`src/rtl/card_select_ctrl.sv`:
```
// card_select_ctrl: player-input front end for the 6x6 memory-match game.
// Turns button presses into a cursor, two card selections and a found-pair
// verdict. Fetches card values from the card memory, compares them and keeps
// the matched-position mask and the pair count.
// Optional feature: define CURSOR_WRAP_EN to make the cursor wrap at grid
// edges; without it, moves past an edge leave the cursor where it is.
module card_select_ctrl #(
    parameter int unsigned HOLD_CYCLES = 4
) (
    input  logic        clock,
    input  logic        reset,
    input  logic        btn_up,
    input  logic        btn_down,
    input  logic        btn_left,
    input  logic        btn_right,
    input  logic        btn_sel,
    output logic [5:0]  mem_addr,
    input  logic [4:0]  mem_data,
    output logic [5:0]  mem6x6,
    output logic [5:0]  card1,
    output logic [5:0]  card2,
    output logic [4:0]  data1,
    output logic [4:0]  data2,
    output logic        A,
    output logic        FP,
    output logic [35:0] found,
    output logic [4:0]  pairs,
    output logic        done
);

`ifdef CURSOR_WRAP_EN
    localparam bit WRAP = 1'b1;
`else
    localparam bit WRAP = 1'b0;
`endif

    localparam logic [3:0] S_IDLE    = 4'd0;
    localparam logic [3:0] S_FETCH1  = 4'd1;
    localparam logic [3:0] S_LOAD1   = 4'd2;
    localparam logic [3:0] S_WAIT2   = 4'd3;
    localparam logic [3:0] S_FETCH2  = 4'd4;
    localparam logic [3:0] S_LOAD2   = 4'd5;
    localparam logic [3:0] S_COMPARE = 4'd6;
    localparam logic [3:0] S_HOLD    = 4'd7;
    localparam logic [3:0] S_DONE    = 4'd8;

    logic [3:0] state;
    logic [7:0] hold_cnt;

    // Button vector: [0]=up [1]=down [2]=left [3]=right [4]=sel
    logic [4:0] btn_now;
    logic [4:0] btn_prev;
    logic [4:0] press;

    logic [2:0] row;
    logic [2:0] col;
    logic [5:0] cursor_next;
    logic       sel_ok;
    logic [4:0] pairs_inc;

    assign btn_now   = {btn_sel, btn_right, btn_left, btn_down, btn_up};
    assign press     = btn_now & ~btn_prev;
    assign sel_ok    = press[4] && !found[mem6x6];
    assign pairs_inc = pairs + 5'd1;

    // Previous-sample registers; reset high so a button held through reset is not a press
    always_ff @(posedge clock) begin
        if (reset) begin
            btn_prev <= '1;
        end else begin
            btn_prev <= btn_now;
        end
    end

    // Next cursor position: one move per cycle, priority up > down > left > right
    always_comb begin
        row         = 3'(mem6x6 / 6'd6);
        col         = 3'(mem6x6 % 6'd6);
        cursor_next = mem6x6;
        if (press[0]) begin
            if (row != 3'd0)      cursor_next = mem6x6 - 6'd6;
            else if (WRAP)        cursor_next = mem6x6 + 6'd30;
        end else if (press[1]) begin
            if (row != 3'd5)      cursor_next = mem6x6 + 6'd6;
            else if (WRAP)        cursor_next = mem6x6 - 6'd30;
        end else if (press[2]) begin
            if (col != 3'd0)      cursor_next = mem6x6 - 6'd1;
            else if (WRAP)        cursor_next = mem6x6 + 6'd5;
        end else if (press[3]) begin
            if (col != 3'd5)      cursor_next = mem6x6 + 6'd1;
            else if (WRAP)        cursor_next = mem6x6 - 6'd5;
        end
    end

    // Selection FSM, cursor register, card fetch/compare and found-pair bookkeeping
    always_ff @(posedge clock) begin
        if (reset) begin
            state    <= S_IDLE;
            hold_cnt <= '0;
            mem6x6   <= '0;
            mem_addr <= '0;
            card1    <= '0;
            card2    <= '0;
            data1    <= '0;
            data2    <= '0;
            A        <= 1'b0;
            FP       <= 1'b1;
            found    <= '0;
            pairs    <= '0;
            done     <= 1'b0;
        end else begin
            A  <= 1'b0;
            FP <= 1'b1;
            // The select below reads the pre-move cursor, so a same-cycle move is harmless
            if (state != S_DONE) begin
                mem6x6 <= cursor_next;
            end
            case (state)
                S_IDLE: begin
                    if (sel_ok) begin
                        card1    <= mem6x6;
                        mem_addr <= mem6x6;
                        A        <= 1'b1;
                        state    <= S_FETCH1;
                    end
                end
                S_FETCH1: state <= S_LOAD1;
                S_LOAD1: begin
                    data1 <= mem_data;
                    state <= S_WAIT2;
                end
                S_WAIT2: begin
                    if (sel_ok && (mem6x6 != card1)) begin
                        card2    <= mem6x6;
                        mem_addr <= mem6x6;
                        A        <= 1'b1;
                        state    <= S_FETCH2;
                    end
                end
                S_FETCH2: state <= S_LOAD2;
                S_LOAD2: begin
                    data2 <= mem_data;
                    state <= S_COMPARE;
                end
                S_COMPARE: begin
                    if (data1 == data2) begin
                        found[card1] <= 1'b1;
                        found[card2] <= 1'b1;
                        pairs        <= pairs_inc;
                        FP           <= 1'b0;
                        if (pairs_inc == 5'd18) begin
                            done  <= 1'b1;
                            state <= S_DONE;
                        end else begin
                            state <= S_IDLE;
                        end
                    end else begin
                        hold_cnt <= 8'(HOLD_CYCLES);
                        state    <= S_HOLD;
                    end
                end
                S_HOLD: begin
                    if (hold_cnt <= 8'd1) begin
                        hold_cnt <= '0;
                        state    <= S_IDLE;
                    end else begin
                        hold_cnt <= hold_cnt - 8'd1;
                    end
                end
                S_DONE: state <= S_DONE;
                default: state <= S_IDLE;
            endcase
        end
    end

endmodule
```
`config.mk`:
```
export PLATFORM = sky130hd
export DESIGN_NAME = card_select_ctrl
export DESIGN_NICKNAME = d
export VERILOG_FILES = /design/src/rtl/card_select_ctrl.sv
export SDC_FILE = /design/constraint.sdc
export NUM_CORES = 1
export LEC_CHECK = 0
export CAP_MARGIN = 20
export CORE_MARGIN = 2
export CORE_UTILIZATION = 45
export CTS_BUF_LIST = sky130_fd_sc_hd__clkbuf_4 sky130_fd_sc_hd__clkbuf_8
export DETAILED_ROUTE_END_ITERATION = 10
export GPL_ROUTABILITY_DRIVEN = 1
export GPL_TIMING_DRIVEN = 0
export PLACE_DENSITY = 0.73
export RECOVER_POWER = 50
export SLEW_MARGIN = 20
export SYNTH_ARGS = -nofsm -noshare
export SYNTH_HDL_FRONTEND = slang
export SYNTH_SLANG_ARGS = --single-unit
export TNS_END_PERCENT = 50
```
`constraint.sdc`:
```
create_clock -name clock -period 3.6 [get_ports clock]
set_clock_uncertainty 0.05 [all_clocks]
set_input_delay 0.72 -clock clock [delete_from_list [all_inputs] [get_ports clock]]
set_output_delay 0.72 -clock clock [all_outputs]
set_load 0.01 [all_outputs]
```
# After elaboration in Yosys (flattened, before gate mapping)
# Cells that the tools add are included.
[word_totals]
ff_bits = 95
input_bits = 12
[op_classes]
order_cmp = 6
n_bitwise = 5
reduce_logical = 21
n_eq_ne = 21
add_sub_neg = 6
div = 2
muxes = 30
[ops]
columns = ["cell", "count"]
rows = [
  ["36-bit OR", 2],
  ["6-bit 2-to-1 mux", 10],
  ["4-bit case mux with 9 select lines", 1],
  ["6-bit by 7-bit less-than comparator with 1-bit output, second input constant", 3],
  ["4-bit 2-to-1 mux", 5],
  ["4-bit by 3-bit == test with 1-bit output, second input constant", 4],
  ["8-bit 2-to-1 mux", 2],
  ["8-bit case mux with 2 select lines", 1],
  ["1-bit demux with 6-bit select", 2],
  ["6-bit by 1-bit >= comparator with 1-bit output, second input constant", 2],
  ["6-bit case mux with 2 select lines", 1],
  ["3-bit AND reduction", 3],
  ["4-bit by 2-bit == test with 1-bit output, second input constant", 2],
  ["8-bit by 1-bit less-or-equal comparator with 1-bit output, second input constant", 1],
  ["2-bit inequality test, second input constant", 4],
  ["2-bit AND reduction", 4],
  ["4-bit nonzero test", 2],
  ["8-bit by 1-bit subtractor with 8-bit output, second input constant", 1],
  ["6-bit by 1-bit adder with 6-bit output, second input constant", 1],
  ["6-bit by 3-bit adder with 6-bit output, second input constant", 1],
  ["1-bit binary-select mux with 6-bit select", 1],
  ["6-bit by 3-bit divider with 6-bit output, second input constant", 1],
  ["6-bit by 3-bit remainder unit with 6-bit output, second input constant", 1],
  ["1-bit 2-to-1 mux", 6],
  ["24 further kinds", 30],
]

# Longest topological paths before layout
# Gate-level depths: netlist of the first run.
[depth]
depth_word = 7
mapped_depth = 14

# Worst setup path before layout of the first run
# Ideal clock, no wire load.
[synth_timing]
path_kind = "register to register"
from = "reg mem6x6[1]"
to = "reg mem6x6[2]"
slack_ps = -179
required_ps = 3429
setup_ps = 121
period_less_slack_ps = 3779
stages_incl_launch_ff = 15
arrival_ps = 3608
path_buffers = 3
path_cell_list = "dfxtp_1 buf_2 buf_1 inv_1 ha_1 nor2b_1 clkbuf_1 o2111ai_1 nand4_1 mux2_2 or4_1 mux2_2 nand2_1 a31o_2 mux2_2"
[synth_between]
elab_chain_cells = 6
[synth_lines]
columns = ["element", "line", "source"]
rows = [
  ["start, declared", "19", "output logic [5:0] mem6x6,"],
  ["start signal, assigned", "116", "mem6x6 <= cursor_next;"],
  ["branches (longest 6 deep; another with 6-bit by 3-bit divider with 6-bit output)", "--", ""],
]
# Several ways; the timed one is not identified. The select of a mux whose other input is x is not followed.
# A chain may end at the register's enable or synchronous reset.

# Worst setup path after layout of the first run
# Same ends and word-level chain as after synthesis.

==> flow_summary.rst, run 1 <==
.. list-table::
   :header-rows: 1

   * - Metric
     - Value
   * - Worst path depth
     - 12
   * - Number of nets still failing antenna checks after routing
     - 0
   * - Max-Cap Viols
     - 0
   * - Ratio of final minimum period to clock period
     - 96.0%
   * - Required time of the worst setup path
     - 3.81 ns
   * - Most common cell after layout, fill and taps aside
     - nor2_1
   * - Cell Area, Synth
     - between 5000 and 6000 um^2
   * - Sum of negative setup slack
     - 0 ns
   * - Async S/R FF share, synth
     - 0%
   * - Fin. Hold Viols
     - 0
   * - Initial core utilization
     - 45.6%
   * - Standard cell core area
     - about 11000 um^2
   * - Number of clock sinks seen by CTS
     - 95
   * - Routed wire length per instance
     - between 15 and 20 um
   * - Startpoint-to-endpoint class of the critical path
     - reg -> reg
   * - Remaining routing DRC violations
     - 0
   * - Worst path top cell family by delay
     - multiplexers
   * - Port Buffers
     - 88
   * - Gate count after technology mapping
     - about 600
   * - Die Area
     - approximately 12000 um^2
   * - Crit path top cell by count
     - mux2_2
   * - Vias in the first global route
     - approximately 4800
   * - Synth Area per Inst
     - 8.32 um^2
   * - Share of the yosys chip area belonging to registers
     - 37.0%
   * - Worst reg2reg path endpoint
     - mem6x6[2]$_SDFFE_PP0P_
   * - Run status
     - completed
   * - Row cnt
     - 39
   * - Pin slew with the least headroom to its limit
     - 0.743 ns
   * - Slowest Stage Delay on Critical Path
     - 0.39 ns
   * - Setup slack, reg-to-reg
     - 0.14 ns
   * - Destination of the critical timing path
     - mem6x6[2]$_SDFFE_PP0P_
   * - Sequential cell area
     - about 1900 um^2
   * - Level count of the clock H-tree
     - 3
   * - Post-cts hold buffer count
     - 0
   * - Headroom to the max-slew limit
     - 50.0%
   * - Die outline height
     - 111 um
   * - Slowest cell on the critical path
     - dfxtp_4
   * - Pin count of the biggest net entering global routing
     - 20
   * - Root Buffer
     - clkbuf_8
   * - Ports
     - 90
   * - CTS max path bufs
     - 2
   * - Worst-skew pair later-pin latency
     - 0.37 ns
   * - Detailed-route vias per instance
     - 5.97
   * - Standby leakage power
     - 2.54 nW
   * - Setup slack after layout
     - 0.143 ns
   * - First element of the critical path
     - mem6x6[1]$_SDFFE_PP0P_
   * - Achievable Freq
     - just under 0.3 GHz
   * - Worst-case vdd ir drop
     - 0.239 mV
   * - Die boundary width
     - 111 um
   * - Antenna fix cells
     - 0
   * - Critical path endpoint category
     - flip-flop
   * - Startpoint of the lowest-slack register-to-register path
     - mem6x6[1]$_SDFFE_PP0P_
   * - Unique cell type count in the Yosys netlist
     - 61
   * - Half-perimeter wire length after placement
     - ~11 mm
   * - Crit start category
     - flip-flop
   * - Pwr Total
     - approximately 2.4 mW
   * - Syn nets
     - 642
   * - Weighted congestion reported at the end of routability-driven placement
     - slightly below 1
   * - Post-placement setup slack
     - -0.561 ns
   * - Tot GR Track Use
     - 24.1%
   * - Shortest period the worst path allows
     - roughly 3.5 ns
   * - Initial DRT Pass Iterations
     - 5
   * - Count of flip-flops with a built-in enable after synthesis
     - 0
   * - Vias
     - 5162
   * - Most frequent cells in the layout
     - nor2_1 (101), dfxtp_1 (93), a21oi_1 (64), dlygate4sd3_1 (64), o22ai_1 (40)
   * - Critical path buffers and inverters
     - 2
   * - Number of synthesized register bits
     - 95
   * - Net total in the final layout
     - between 700 and 800
   * - Final count of pins violating max slew
     - 0
   * - Clock transition time at the flip-flop clock pins of the worst setup and hold paths
     - 0.09 ns
   * - Number of buffers created by CTS
     - 9
   * - Placed cells
     - 848
   * - Area growth, synth to finish
     - 26.9%
   * - Worst min path class
     - reg -> reg
   * - Cell area power density
     - about 370 nW/um^2
   * - Antenna violations before repair
     - 0
   * - CTS tree
     - built
   * - Arrival time of the worst setup path
     - 3.66 ns
   * - Cells traversed along the worst timing path
     - buf_12 -> clkinvlp_4 -> ha_1 -> or2_2 -> a21oi_1 -> o2111ai_1 -> mux2_4 -> or4_1 -> mux2_2 -> nand2_4 -> a31o_2 -> mux2_2
   * - Unrepaired setup endpoints after global routing
     - no
   * - DRC marker count from the first detailed-route iteration
     - 397
   * - Max FO, Critical Path
     - 6
   * - Fin cells
     - 865
   * - Commonest register cell after synthesis
     - dfxtp_1
   * - Final setup violation count
     - 0
   * - Share of post-route cells with drive strength above 1
     - about a tenth
   * - Fillers
     - 1020
   * - Wire length after detailed routing
     - 15.2 mm
   * - Synth Warn #
     - 0
   * - R2R cell count
     - 12
   * - Global-route wire length before repair
     - roughly 24 mm
   * - Footprint of the multi-input gates
     - 3060 um^2
   * - Grt ovf
     - 0
[metrics by stage]
stage / instance area [um^2] / util, % / hold slack, ns
floorplan: 5140 / - / 0.400
global placement: 6200 / 55.0 / 0.387
detailed placement: 6200 / 55.0 / 0.395
CTS: 6430 / 57.0 / 0.411
global route: 6520 / 57.8 / 0.436
finish: 6520 / 57.8 / 0.411
[worst min-delay path, stage by stage (launching register included)]
cell	delay, ns
dfxtp_1	0.32
inv_1	0.05
a21oi_1	0.05
[sequential cells by signal, summed over array words and instances (netlist names)]
name / flops
done: 1
mem_addr: 6
data1: 5
btn_prev: 5
pairs: 5
data2: 5
found: 36
mem6x6: 6
card1: 6
card2: 6
A: 1
FP: 1
state: 4
hold_cnt: 8
[cell families after synthesis]
logic type      count (synthesis)  share of synthesized area [%]
fa+ha+maj                      13                           3.31
compound gates                174                           21.2
buf+inv                        62                           4.90
flops                          95                           37.0
mux                            35                           9.60
xor+xnor                       21                           3.58
simple gates                  217                           20.4
[synth_stat cells, types with 10 or more instances]
cell | instances | area share (%)
nor2_1 | 101 | 7.4
dfxtp_1 | 95 | 37
a21oi_1 | 64 | 6.2
o22ai_1 | 40 | 4.9
nand2_1 | 29 | 2.1
clkbuf_1 | 27 | 2.0
mux2i_1 | 20 | 3.9
o21ai_0 | 19 | 1.9
inv_1 | 18 | 1.3
xnor2_1 | 13 | 2.2
ha_1 | 12 | 2.9
nand3_1 | 12 | 1.2
mux4_2 | 11 | 4.8
nor3_1 | 10 | 0.97
[layer usage]
metal	wire length [um]	track usage, %	vias up
li1	-	-	2439
met1	6730	33.6	2467
met2	7050	38.2	230
met3	1160	5.14	26
met4	225	6.67	0
met5	0	0	-
[worst min-delay path by stage]
stage                             start                       end  slack, ns  cells past startpoint
6_report              done$_SDFFE_PP0P_         done$_SDFFE_PP0P_       0.41                      2
3_3_place_gp          done$_SDFFE_PP0P_         done$_SDFFE_PP0P_       0.39                      2
5_1_grt               done$_SDFFE_PP0P_         done$_SDFFE_PP0P_       0.44                      2
4_1_cts               done$_SDFFE_PP0P_         done$_SDFFE_PP0P_       0.41                      2
3_5_place_dp          done$_SDFFE_PP0P_         done$_SDFFE_PP0P_       0.39                      2
2_1_floorplan  hold_cnt[6]$_SDFFE_PP0P_  hold_cnt[6]$_SDFFE_PP0P_       0.40                      1
[timing repair]
action | CTS | global route
resized for setup | 8 | 13
setup buffers | 1 | 3
pin swaps | 0 | 2
setup endpoints to repair | 6 | 3
[power by group]
part | total, mW | switching [mW] | internal [mW]
Sequential | 1.12 | 0.0342 | 1.08
Clock | 0.730 | 0.368 | 0.362
Combinational | 0.592 | 0.345 | 0.247
Total | 2.44 | 0.747 | 1.69
[cell type report]
| type | count | share of cell area [%] |
|---|---|---|
| Buffer | 41 | 2.88 |
| Timing Repair Buffer | 92 | 14.0 |
| Inverter | 19 | 1.15 |
| Multi-Input combinational cell | 460 | 46.9 |
| Tap cell | 143 | 2.75 |
| Sequential cell | 95 | 29.3 |
| Clock buffer | 12 | 2.44 |
| Clock inverter | 3 | 0.653 |
Note: power is estimated with default switching activity, not from simulation.
==> run 2: changes to the inputs <==
SKIP_CTS_REPAIR_TIMING = 1   (was unset)
==> run 2 against run 1 <==
Effect of this change:
- fmax is 1.3% lower
- sequential share of layout area down 0.57 points
- cell area up 2.0%
- die area stayed put
- register-to-register slack got worse by 0.05 ns
- total power up 1.6%
- critical endpoint unchanged
- largest cell class unchanged
- largest power group unchanged
==> flow_summary.rst, run 2 (synthesis gave the netlist of run 1 again) <==
.. list-table::
   :header-rows: 1

   * - Metric
     - Value
   * - Routed wire length per instance
     - 17.7 um (was 17.5 um)
   * - Share of post-route cells with drive strength above 1
     - 12.0% (was 10.2%)
   * - CTS max path bufs
     - 2 (unchanged)
   * - Pin slew with the least headroom to its limit
     - 0.745 ns (was 0.743 ns)
   * - Cell area power density
     - 372 nW/um^2 (was 374 nW/um^2)
   * - Worst reg2reg path endpoint
     - mem6x6[2]$_SDFFE_PP0P_ (unchanged)
   * - Standby leakage power
     - 2.60 nW (was 2.54 nW)
   * - Registers with the most flip-flops
     - found (36), hold_cnt (8) (unchanged)
   * - Area growth, synth to finish
     - 29.4% (was 26.9%)
   * - Weighted congestion reported at the end of routability-driven placement
     - 0.989 (unchanged)
   * - Vias
     - 5181 (was 5162)
   * - Startpoint of the lowest-slack register-to-register path
     - mem6x6[1]$_SDFFE_PP0P_ (unchanged)
   * - Fin. Hold Viols
     - 0 (unchanged)
   * - Worst Hold Path EP
     - done$_SDFFE_PP0P_ (unchanged)
   * - Level count of the clock H-tree
     - 3 (unchanged)
   * - Number of nets still failing antenna checks after routing
     - 0 (unchanged)
   * - First element of the critical path
     - mem6x6[1]$_SDFFE_PP0P_ (unchanged)
   * - Clock transition time at the flip-flop clock pins of the worst setup and hold paths
     - 0.09 ns (about the same)
   * - Row cnt
     - 39 (unchanged)
   * - Vias in the first global route
     - 4728 (was 4763)
   * - Arrival time of the worst setup path
     - 3.71 ns (was 3.66 ns)
   * - Number of buffers created by CTS
     - 9 (unchanged)
   * - Final setup violation count
     - 0 (unchanged)
   * - CTS tree
     - built (unchanged)
   * - Number of flip-flops under the largest register name
     - 36 (unchanged)
   * - Required time of the worst setup path
     - 3.80 ns (was 3.81 ns)
   * - Detailed-route vias per instance
     - 5.92 (was 5.97)
   * - Net total in the final layout
     - 753 (was 743)
   * - Worst min path class
     - reg -> reg (unchanged)
   * - Standard cell core area
     - 11300 um^2 (unchanged)
   * - Pin count of the biggest net entering global routing
     - 15 (was 20)
   * - Ratio of final minimum period to clock period
     - 97.3% (was 96.0%)
   * - Run status
     - completed (unchanged)
   * - Setup slack, reg-to-reg
     - 0.1 ns (was 0.14 ns)
   * - Die Area
     - 12300 um^2 (unchanged)
   * - R2R cell count
     - 13 (was 12)
   * - Ports
     - 90 (unchanged)
   * - Pwr Total
     - 2.48 mW (was 2.44 mW)
   * - Root Buffer
     - clkbuf_8 (unchanged)
   * - Worst-case vdd ir drop
     - 0.239 mV (about the same)
   * - Antenna fix cells
     - 0 (unchanged)
   * - DRC marker count from the first detailed-route iteration
     - 408 (was 397)
   * - Worst Hold Margin
     - 0.405 ns (was 0.411 ns)
   * - Headroom to the max-slew limit
     - 49.9% (was 50.0%)
   * - Most frequent cells in the layout
     - nor2_1 (101), dfxtp_1 (93), dlygate4sd3_1 (64) (was nor2_1 (101), dfxtp_1 (93), a21oi_1 (64), dlygate4sd3_1 (64), o22ai_1 (40))
   * - Max FO, Critical Path
     - 8 (was 6)
   * - Initial DRT Pass Iterations
     - 5 (unchanged)
   * - Tot GR Track Use
     - 24.1% (about the same)
   * - Initial core utilization
     - 45.6% (unchanged)
   * - Grt ovf
     - 0 (unchanged)
   * - Top reg by flops
     - found (unchanged)
   * - Die outline height
     - 111 um (unchanged)
   * - Max-Cap Viols
     - 0 (unchanged)
   * - Most common cell after layout, fill and taps aside
     - nor2_1 (unchanged)
   * - Half-perimeter wire length after placement
     - 11.2 mm (unchanged)
   * - Antenna violations before repair
     - 0 (unchanged)
   * - Worst hold path cell count
     - 2 (unchanged)
   * - Startpoint of the worst hold path
     - done$_SDFFE_PP0P_ (unchanged)
   * - Achievable Freq
     - 0.286 GHz (was 0.289 GHz)
   * - Final count of pins violating max slew
     - 0 (unchanged)
   * - Shortest period the worst path allows
     - 3.50 ns (was 3.46 ns)
   * - Port Buffers
     - 88 (unchanged)
   * - Finished Core Util
     - 59.0% (was 57.8%)
   * - Crit start category
     - flip-flop (unchanged)
   * - Startpoint-to-endpoint class of the critical path
     - reg -> reg (unchanged)
   * - Worst-skew pair later-pin latency
     - 0.37 ns (about the same)
   * - Critical path endpoint category
     - flip-flop (unchanged)
   * - Wire length after detailed routing
     - 15.5 mm (was 15.2 mm)
   * - Die boundary width
     - 111 um (unchanged)
   * - Remaining routing DRC violations
     - 0 (unchanged)
   * - Global-route wire length before repair
     - 24.2 mm (was 24.3 mm)
   * - Number of clock sinks seen by CTS
     - 95 (unchanged)
-- run 2: layout make-up --
type,instances,area (um^2)
clock inverters,3,42.5
flip-flops and latches,95,1910
clock buffers,12,159
multi-input cells,460,3100
repair buffers,101,978
well taps,143,179
inverters,19,75.1
fillers,1010,4630
plain buffers,42,208
-- run 2: worst max-delay path by stage --
stage / to / slack [ns] / cells after the start
CTS: mem6x6[2]$_SDFFE_PP0P_ / -0.58 / 14
global route: mem6x6[5]$_SDFFE_PP0P_ / -0.02 / 14
global placement: mem6x6[2]$_SDFFE_PP0P_ / -0.56 / 14
floorplan: mem6x6[2]$_SDFFE_PP0P_ / 0.03 / 14
finish: mem6x6[2]$_SDFFE_PP0P_ / 0.1 / 13
detailed placement: mem6x6[2]$_SDFFE_PP0P_ / -0.56 / 14
-- run 2: layer usage --
metal | global-route usage (%) | routed length, um
met3 | 4.76 | 1130
met4 | 6.75 | 252
met2 | 37.9 | 7260
met1 | 33.8 | 6820
met5 | 0 | 0
-- run 2: critical path: stages, from the launching register on --
cell and delay (ns):
dfxtp_4 0.36, buf_12 0.11, buf_12 0.11, clkinvlp_4 0.21, ha_4 0.24, or2_2 0.34, a21oi_2 0.17, o2111ai_2 0.14
mux2_4 0.36, or4_1 0.40, mux2_4 0.30, nand2_4 0.11, a31o_4 0.18, mux2_2 0.32
-- run 2: stage by stage --
step | setup TNS (ns) | worst slack, ns | cells | area [um^2]
floorplan | 0 | 0.0332 | 617 | 5140
global placement | -2.36 | -0.556 | 848 | 6200
detailed placement | -2.38 | -0.561 | 848 | 6200
CTS | -2.47 | -0.583 | 863 | 6400
global route | -0.0218 | -0.0218 | 875 | 6650
finish | 0 | 0.0977 | 875 | 6650
-- run 2: where the power goes --
group          switching [mW]  internal [mW]  total, mW
registers              0.0329           1.08       1.11
clock network           0.367          0.363      0.730
logic                   0.358          0.274      0.632
